===== src/rtl/mem_arbiter_if.sv =====
// Port bundle for mem_arbiter: fetch port, data port and the shared memory command bus.
// The slave modport is the arbiter's view; master is the requester/memory side.
interface mem_arbiter_if;
  logic        if_req_i;
  logic [31:0] if_addr_i;
  logic        if_gnt_o;
  logic        if_rvalid_o;
  logic [31:0] if_rdata_o;

  logic        d_req_i;
  logic        d_we_i;
  logic [31:0] d_addr_i;
  logic [31:0] d_wdata_i;
  logic [3:0]  d_be_i;
  logic        d_gnt_o;
  logic        d_rvalid_o;
  logic [31:0] d_rdata_o;

  logic        mem_re_o;
  logic        mem_we_o;
  logic [31:0] mem_addr_o;
  logic [31:0] mem_wdata_o;
  logic [3:0]  mem_be_o;
  logic [31:0] mem_rdata_i;

  modport slave (
    input  if_req_i, if_addr_i,
    output if_gnt_o, if_rvalid_o, if_rdata_o,
    input  d_req_i, d_we_i, d_addr_i, d_wdata_i, d_be_i,
    output d_gnt_o, d_rvalid_o, d_rdata_o,
    output mem_re_o, mem_we_o, mem_addr_o, mem_wdata_o, mem_be_o,
    input  mem_rdata_i
  );

  modport master (
    output if_req_i, if_addr_i,
    input  if_gnt_o, if_rvalid_o, if_rdata_o,
    output d_req_i, d_we_i, d_addr_i, d_wdata_i, d_be_i,
    input  d_gnt_o, d_rvalid_o, d_rdata_o,
    input  mem_re_o, mem_we_o, mem_addr_o, mem_wdata_o, mem_be_o,
    output mem_rdata_i
  );
endinterface


===== src/rtl/mem_arbiter.sv =====
// Two-port (fetch/data) arbiter onto a single fixed-latency memory; one access in flight.
// Optional MEM_ARB_RR_EN: round-robin tie-break instead of data-port priority.
module mem_arbiter #(
  parameter int unsigned MEM_LAT = 2
) (
  input  logic          clk,
  input  logic          rst,
  mem_arbiter_if.slave  bus
);

  typedef enum logic [1:0] {IDLE = 2'd0, ISSUE = 2'd1, WAIT = 2'd2} state_t;

  state_t      state, state_nxt;
  logic [3:0]  cnt;
  logic        own_d;
  logic        own_we;
  logic        if_rv_q, d_rv_q;
  logic        any_req, pick_d, grant, last_beat;

  assign any_req = bus.if_req_i | bus.d_req_i;

`ifdef MEM_ARB_RR_EN
  // last_d = 1 when the data port won the most recent grant
  logic last_d;
  assign pick_d = bus.d_req_i & (~bus.if_req_i | ~last_d);

  always_ff @(posedge clk) begin
    if (rst)        last_d <= 1'b0;
    else if (grant) last_d <= pick_d;
  end
`else
  assign pick_d = bus.d_req_i;
`endif

  assign grant     = (state == IDLE) & any_req & ~rst;
  // Read data lands in the cycle the counter is about to reach zero
  assign last_beat = (state == WAIT) & (cnt == 4'd1);

  always_ff @(posedge clk) begin
    if (rst) state <= IDLE;
    else     state <= state_nxt;
  end

  always_comb begin
    state_nxt = state;
    unique case (state)
      IDLE:    if (any_req) state_nxt = ISSUE;
      ISSUE:   state_nxt = WAIT;
      WAIT:    if (cnt == 4'd1) state_nxt = IDLE;
      default: state_nxt = IDLE;
    endcase
  end

  always_comb begin
    bus.if_gnt_o    = grant & ~pick_d;
    bus.d_gnt_o     = grant & pick_d;
    bus.mem_re_o    = (state == ISSUE) & ~own_we & ~rst;
    bus.mem_we_o    = (state == ISSUE) & own_we & ~rst;
    bus.if_rvalid_o = if_rv_q & ~rst;
    bus.d_rvalid_o  = d_rv_q & ~rst;
  end

  always_ff @(posedge clk) begin
    if (rst) begin
      cnt             <= 4'd0;
      own_d           <= 1'b0;
      own_we          <= 1'b0;
      if_rv_q         <= 1'b0;
      d_rv_q          <= 1'b0;
      bus.if_rdata_o  <= 32'd0;
      bus.d_rdata_o   <= 32'd0;
      bus.mem_addr_o  <= 32'd0;
      bus.mem_wdata_o <= 32'd0;
      bus.mem_be_o    <= 4'd0;
    end else begin
      if_rv_q <= 1'b0;
      d_rv_q  <= 1'b0;

      if (grant) begin
        own_d  <= pick_d;
        own_we <= pick_d & bus.d_we_i;
        if (pick_d) begin
          bus.mem_addr_o  <= bus.d_addr_i;
          bus.mem_wdata_o <= bus.d_wdata_i;
          bus.mem_be_o    <= bus.d_be_i;
        end else begin
          bus.mem_addr_o  <= bus.if_addr_i;
          bus.mem_wdata_o <= 32'd0;
          bus.mem_be_o    <= 4'hF;
        end
      end

      if (state == ISSUE)     cnt <= 4'(MEM_LAT);
      else if (state == WAIT) cnt <= cnt - 4'd1;

      if (last_beat) begin
        if (own_d) begin
          d_rv_q <= 1'b1;
          // writes complete without touching the read-data register
          if (!own_we) bus.d_rdata_o <= bus.mem_rdata_i;
        end else begin
          if_rv_q        <= 1'b1;
          bus.if_rdata_o <= bus.mem_rdata_i;
        end
      end
    end
  end

endmodule


===== src/flat_wrapper.sv =====
// flat-port wrapper written by rule: the top's interface ports become plain ports
module mem_arbiter_flat 
#(
  parameter int unsigned MEM_LAT = 2
)
  (clk, rst, bus_if_req_i, bus_if_addr_i, bus_if_gnt_o, bus_if_rvalid_o, bus_if_rdata_o, bus_d_req_i, bus_d_we_i, bus_d_addr_i, bus_d_wdata_i, bus_d_be_i, bus_d_gnt_o, bus_d_rvalid_o, bus_d_rdata_o, bus_mem_re_o, bus_mem_we_o, bus_mem_addr_o, bus_mem_wdata_o, bus_mem_be_o, bus_mem_rdata_i);
  mem_arbiter_if bus_i ();
  input  logic clk;
  input  logic rst;
  input wire logic [$bits(bus_i.if_req_i)-1:0] bus_if_req_i;
  input wire logic [$bits(bus_i.if_addr_i)-1:0] bus_if_addr_i;
  output wire logic [$bits(bus_i.if_gnt_o)-1:0] bus_if_gnt_o;
  output wire logic [$bits(bus_i.if_rvalid_o)-1:0] bus_if_rvalid_o;
  output wire logic [$bits(bus_i.if_rdata_o)-1:0] bus_if_rdata_o;
  input wire logic [$bits(bus_i.d_req_i)-1:0] bus_d_req_i;
  input wire logic [$bits(bus_i.d_we_i)-1:0] bus_d_we_i;
  input wire logic [$bits(bus_i.d_addr_i)-1:0] bus_d_addr_i;
  input wire logic [$bits(bus_i.d_wdata_i)-1:0] bus_d_wdata_i;
  input wire logic [$bits(bus_i.d_be_i)-1:0] bus_d_be_i;
  output wire logic [$bits(bus_i.d_gnt_o)-1:0] bus_d_gnt_o;
  output wire logic [$bits(bus_i.d_rvalid_o)-1:0] bus_d_rvalid_o;
  output wire logic [$bits(bus_i.d_rdata_o)-1:0] bus_d_rdata_o;
  output wire logic [$bits(bus_i.mem_re_o)-1:0] bus_mem_re_o;
  output wire logic [$bits(bus_i.mem_we_o)-1:0] bus_mem_we_o;
  output wire logic [$bits(bus_i.mem_addr_o)-1:0] bus_mem_addr_o;
  output wire logic [$bits(bus_i.mem_wdata_o)-1:0] bus_mem_wdata_o;
  output wire logic [$bits(bus_i.mem_be_o)-1:0] bus_mem_be_o;
  input wire logic [$bits(bus_i.mem_rdata_i)-1:0] bus_mem_rdata_i;
  assign bus_i.if_req_i = bus_if_req_i;
  assign bus_i.if_addr_i = bus_if_addr_i;
  assign bus_if_gnt_o = bus_i.if_gnt_o;
  assign bus_if_rvalid_o = bus_i.if_rvalid_o;
  assign bus_if_rdata_o = bus_i.if_rdata_o;
  assign bus_i.d_req_i = bus_d_req_i;
  assign bus_i.d_we_i = bus_d_we_i;
  assign bus_i.d_addr_i = bus_d_addr_i;
  assign bus_i.d_wdata_i = bus_d_wdata_i;
  assign bus_i.d_be_i = bus_d_be_i;
  assign bus_d_gnt_o = bus_i.d_gnt_o;
  assign bus_d_rvalid_o = bus_i.d_rvalid_o;
  assign bus_d_rdata_o = bus_i.d_rdata_o;
  assign bus_mem_re_o = bus_i.mem_re_o;
  assign bus_mem_we_o = bus_i.mem_we_o;
  assign bus_mem_addr_o = bus_i.mem_addr_o;
  assign bus_mem_wdata_o = bus_i.mem_wdata_o;
  assign bus_mem_be_o = bus_i.mem_be_o;
  assign bus_i.mem_rdata_i = bus_mem_rdata_i;
  mem_arbiter #(.MEM_LAT(MEM_LAT)) u_core (.clk(clk), .rst(rst), .bus(bus_i));
endmodule

===== config.mk =====
export PLATFORM = sky130hd
export DESIGN_NAME = mem_arbiter_flat
export DESIGN_NICKNAME = d
export VERILOG_FILES = /design/src/rtl/mem_arbiter_if.sv /design/src/rtl/mem_arbiter.sv /design/src/flat_wrapper.sv
export SDC_FILE = /design/constraint.sdc
export NUM_CORES = 1
export LEC_CHECK = 0
export BUFFER_PORTS_ARGS = -buffer_cell sky130_fd_sc_hd__buf_2
export CAP_MARGIN = 20
export CORE_MARGIN = 10
export CORE_UTILIZATION = 34
export DETAILED_ROUTE_END_ITERATION = 12
export GPL_TIMING_DRIVEN = 0
export PLACE_DENSITY = 0.64
export REMOVE_ABC_BUFFERS = 1
export SETUP_SLACK_MARGIN = 0.5
export SLEW_MARGIN = 20
export SYNTH_ARGS = -nofsm -noshare
export SYNTH_HDL_FRONTEND = slang
export SYNTH_SLANG_ARGS = --single-unit

===== constraint.sdc =====
create_clock -name clk -period 2.4 [get_ports clk]
set_input_delay 0.72 -clock clk [delete_from_list [all_inputs] [get_ports clk]]
set_output_delay 0.72 -clock clk [all_outputs]
set_load 0.01 [all_outputs]

---- Word level (Yosys, flattened, before mapping) ----
Index checks and enable logic that the tools add are counted.
word-level totals
  memory bits (read-only) ................. 0
  bits of input ports ..................... 137
  latch bits .............................. 0
  RAM bits ................................ 0
  bits in registers ....................... 142
  output and inout bits ................... 138
  logic and storage cells ................. 53
  memories kept ........................... 0
cells by class
  reductions and logical operators ........ 7
  equal/unequal tests ..................... 5
  $lt $le $gt $ge ......................... 0
  add/subtract/negate cells ............... 1
  multipliers ............................. 0
  bitwise operators ....................... 18
  shift operators ......................... 0
  mux-type cells .......................... 10
  divide/modulo/power cells ............... 0
operators by type and width
  kind                                              count
  two-way mux 32 bit                                2
  AND 1 bit                                         12
  two-way mux 2 bit                                 4
  case mux 2 bit (3 select lines)                   1
  NOT 1 bit                                         5
  == test 4 x 1 -> 1 bit, second input constant     1
  two-way mux 4 bit                                 1
  != test 2 x 1 -> 1 bit, second input constant     2
  AND reduction 2 bit                               2
  OR reduction 2 bit                                2
  subtractor 4 x 1 -> 4 bit, second input constant  1
  AND reduction 3 bit                               1
  == test 2 x 1 -> 1 bit, second input constant     1
  == test 2 bit, second input constant              1
  zero test 2 bit                                   1
  two-way mux 1 bit                                 2
  nonzero test 2 bit                                1
  OR 1 bit                                          1

---- Longest topological paths before layout ----
  depth after elaboration ................. 4
  depth in mapped cells ................... 7
  gate-level depth less buffers ........... 6

---- Worst setup path after synthesis ----
No wires, ideal clock.
  path type ............................... input-to-output
  start ................................... input rst
  end ..................................... output bus_if_gnt_o
  arrival ................................. 1.540 ns
  path buffers ............................ 2
  slack ................................... 0.140 ns
  data required time ...................... 1.680 ns
  stages on the path ...................... 4
  cell sequence ........................... nand2b_1 buf_2 buf_2 nor3b_1
on the way
  word-level cells in the longest chain between the ends .. 3
ends and longest elaborated chain
  item                RTL line            text
  start: declaration  flat_wrapper.sv:9   input logic rst;
  NOT 1 bit           mem_arbiter.sv:35   assign grant = (state == IDLE) & any_req & ~rst;
  AND 1 bit           mem_arbiter.sv:35
  AND 1 bit           mem_arbiter.sv:55   bus.if_gnt_o = grant & ~pick_d;
  end: declaration    flat_wrapper.sv:12  output wire logic [$bits(bus_i.if_gnt_o)-1:0] bus_if_gnt_o;
No other way between the ends.

---- Final worst setup path ----
  start ................................... input rst
  end ..................................... register u_core.bus.mem_wdata_o[0]
on the way
  word-level cells in the longest chain between the ends .. 2
ends and longest elaborated chain
  item                    RTL line              text
  NOT 1 bit               mem_arbiter.sv:35
  AND 1 bit               mem_arbiter.sv:35
  end signal: assignment  mem_arbiter.sv:84     bus.mem_wdata_o <= bus.d_wdata_i;
  end: declaration        mem_arbiter_if.sv:31  output mem_re_o, mem_we_o, mem_addr_o, mem_wdata_o, mem_be_o,
Parallel ways exist; a longest one is shown, timed or not.
A chain may end at the register's enable or synchronous reset.

==> results.sh <==
export IMPL_clk_path_buf_depth=2
export IMPL_worst_pin_slew_ns=0.723
export IMPL_hold_depth=2
export IMPL_syn_area_sq_um=6000
export IMPL_first_pass_iters=5
export IMPL_grt_overflow_total=0
export IMPL_syn_to_final_growth_pct=47.7
export IMPL_powerDensity_nw_per_um2=881
export IMPL_drc=0
export IMPL_max_stage_delay_ns=0.22
export IMPL_required_ns=2.76
export IMPL_ys_async_sr_fraction=0
export IMPL_cpMaxStageDelayCell="nand3b_1"
export IMPL_setup_viol=0
export IMPL_worstPathCellList="buf_16 -> buf_16 -> nand3b_1 -> buf_4 -> buf_6 -> buf_6 -> buf_6 -> buf_6 -> buf_6 -> buf_6 -> buf_12 -> buf_12 -> clkinv_8 -> nand2_4 -> a21oi_2"
export IMPL_leakage_nw=3.99
export IMPL_outcome="complete, no violations"
export IMPL_syn_inst=725
export IMPL_drt_antenna_violating_nets=0
export IMPL_cts_clk_slew_worst_paths_ns=0.07
export IMPL_holdPathEnd="u_core.bus.d_rdata_o[4]"
export IMPL_maxCapViolCount=0
export IMPL_final_util=0.512
export IMPL_antenna_found_initial=1
export IMPL_clock_latency_ns=0.42
export IMPL_start_util=0.347
export IMPL_path_delay_family="buffers and inverters"
export IMPL_synth_edf_count=0
export IMPL_dr_first_iter_drc_count=269
export IMPL_cp_start_kind="input pin"
export IMPL_cts_hold_fix_buffers=0
export IMPL_wirelength_mm=24.0
export IMPL_finalMaxSlewViolations=0
export IMPL_h_tree_depth=4
export IMPL_die_area_sq_um=23400
export IMPL_vias=6402
export IMPL_cts_root_buf="clkbuf_16"
export IMPL_grt_pass1_wl_mm=36.1
export IMPL_cts_made_buffers=17
export IMPL_yosysWarningCount=0
export IMPL_rsz0062_at_grt="true"
export IMPL_grt_pass1_vias=6340
export IMPL_synth_cell_types=33
export IMPL_hold_viol_final=0
export IMPL_fmax_ghz=0.462
export IMPL_post_synth_cell_area_avg_sq_um=8.27
export IMPL_hold_path_class="flip-flop to flip-flop"
export IMPL_path_buf_inv=12
export IMPL_grt_max_degree=68
export IMPL_ios=275
export IMPL_worst_path_most_repeated_cell="buf_6"
export IMPL_drive_above_1_share=0.393
export IMPL_viasPerCell=5.22
export IMPL_whs_ns=0.472
export IMPL_rr_worst_depth=15
export IMPL_rows=48
export IMPL_path_class="input pin to flip-flop"
export IMPL_grt_use_total=0.190
export IMPL_clock_sinks=142
export IMPL_timing_rr_start="u_core.state[0]"
export IMPL_min_period_ns=2.16
export IMPL_synth_area_top_cells="dfxtp_1, a21oi_1, o21ai_0"
export IMPL_fp_dieW_um=153
export IMPL_worstReg2RegEnd="u_core.bus.mem_wdata_o[0]"
export IMPL_fp_dieH_um=153
export IMPL_yosysTopAreaCellShare=0.474
export IMPL_fill_cells=1668
export IMPL_cts_tree="built"
export IMPL_crit_fanout=8
export IMPL_fin_skew_ns=0.00839
export IMPL_core_area_sq_um=17300
export IMPL_ys_flop_type="dfxtp_1"
export IMPL_max_slew_margin=0.517
export IMPL_drt_wirelength_per_cell_um=19.6
export IMPL_irDropWorstVdd_mv=0.470
export IMPL_synth_seq_cells=142
export IMPL_cp_arrival_ns=2.52
export IMPL_min_from="u_core.bus.d_rdata_o[4]"
export IMPL_gp_congestion=0.756
export IMPL_seq_area_frac_synth=0.474
export IMPL_dp_hpwl_mm=14.8
export IMPL_synth_top_area_cell="dfxtp_1"
export IMPL_n_antenna_cell=0
export IMPL_reg2reg_slack_ns=0.27
export IMPL_fin_nets=1132
export IMPL_cp_end_kind="flip-flop"
export IMPL_final_period_utilization=0.902
export IMPL_port_buffers=274
## layout make-up
| type | instances | area [sq um] | area share |
|---|---|---|---|
| clock buffers | 17 | 425 | 0.0480 |
| clock inverters | 15 | 161 | 0.0182 |
| inverters | 8 | 40.0 | 0.00452 |
| multi-input cells | 504 | 3010 | 0.340 |
| flip-flops and latches | 142 | 2850 | 0.322 |
| well taps | 225 | 282 | 0.0318 |
| repair buffers | 313 | 2040 | 0.230 |
| repair inverters | 3 | 48.8 | 0.00551 |
## flip-flops by register name, summed over array words and instances, names as in the netlist
| name | flops |
|---|---|
| u_core.bus.d_rdata_o | 32 |
| u_core.bus.if_rdata_o | 32 |
| u_core.bus.mem_addr_o | 32 |
| u_core.bus.mem_wdata_o | 32 |
| u_core.bus.mem_be_o | 4 |
| u_core.cnt | 4 |
| u_core.state | 2 |
| u_core.d_rv_q | 1 |
| u_core.if_rv_q | 1 |
| u_core.own_d | 1 |
| u_core.own_we | 1 |
## synthesized netlist by cell type, types with 2 or more instances
master / instances
dfxtp_1: 142
a21oi_1: 130
o21ai_0: 124
nand3_1: 64
clkbuf_1: 41
o21ai_1: 38
nand2_1: 34
and2_1: 32
and3b_1: 32
buf_2: 14
buf_6: 7
inv_1: 7
nand2b_1: 7
nor2b_1: 7
ha_1: 6
nor2_1: 6
buf_4: 5
clkbuf_2: 4
nor3_1: 4
o22a_1: 4
buf_1: 3
mux2i_1: 2
xnor2_1: 2
## worst max-delay path by stage
| stage | startpoint | endpoint | slack, ns | cells after the start |
|---|---|---|---|---|
| global route | u_core.state[0] | u_core.bus.mem_wdata_o[9] | 0.20 | 15 |
| detailed placement | rst | bus_d_gnt_o | -1.67 | 5 |
| finish | rst | u_core.bus.mem_wdata_o[0] | 0.24 | 15 |
| floorplan | u_core.state[0] | bus_if_gnt_o | -0.66 | 4 |
| global placement | rst | u_core.bus.mem_be_o[0] | -3.46 | 4 |
| CTS | rst | bus_if_gnt_o | 0.26 | 5 |
## power breakdown
group | internal (mW) | total [mW] | switching [mW]
Clock | 1.55 | 2.64 | 1.10
Combinational | 0.946 | 2.34 | 1.39
Sequential | 2.62 | 2.82 | 0.202
Total | 5.11 | 7.80 | 2.69
## layer usage
layer  vias to the layer above  GRT usage  part of all wire
met4                         2     0.0531             0.017
met2                       298      0.298              0.45
met3                        27     0.0887              0.11
met5                         -          0           0.00029
li1                       3093          -                 -
met1                      2982      0.230              0.43
## cell families after synthesis
| kind of cell | count (synthesis) | synth area share |
|---|---|---|
| adder cells (fa/ha/maj) | 6 | 0.0125 |
| flip-flops | 142 | 0.474 |
| multiplexers | 2 | 0.00334 |
| buffers and inverters | 82 | 0.0670 |
| XOR/XNOR | 3 | 0.00438 |
| AND/OR/NAND/NOR | 192 | 0.186 |
| AO/OA/AOI/OAI | 298 | 0.253 |
## stage by stage
stage / area, sq um / power (mW) / instances / TNS (ns) / setup WS [ns]
6_report: 8860 / 7.80 / 1227 / 0 / 0.236
5_1_grt: 8860 / 8.18 / 1227 / 0 / 0.203
4_1_cts: 8600 / 7.72 / 1220 / 0 / 0.262
3_5_place_dp: 7500 / 4.61 / 1157 / -47.53 / -1.67
3_3_place_gp: 7280 / 4.50 / 1150 / -326.94 / -3.46
2_1_floorplan: 5630 / 3.69 / 651 / -40.06 / -0.662
## what timing repair did
item | CTS | global route
gates resized for setup | 36 | 50
pin swaps | 3 | 24
setup endpoints to repair | 123 | 76
cloned | 10 | 1
buffers inserted | 21 | 6
hold endpoints to repair | 0 | 0
## placed cells by master, fill, tap and decap left out, types with 15 or more instances in the layout
| cell | synthesis | routed |
|---|---|---|
| buf_2 | 14 | 269 |
| dfxtp_1 | 142 | 139 |
| nand3_1 | 64 | 64 |
| buf_4 | 5 | 15 |
| o21ai_0 | 124 | 123 |
| clkbuf_16 | 0 | 17 |
| o21ai_1 | 38 | 38 |
| and2_1 | 32 | 32 |
| nand2_1 | 34 | 23 |
| and3b_1 | 32 | 32 |
| a21oi_1 | 130 | 119 |
## tightest hold or removal path, stage by stage, from the launching register on
cell and delay, ns:
dfxtp_1 0.30, o21ai_0 0.06, a21oi_1 0.06
Note: power is estimated with default switching activity, not from simulation.
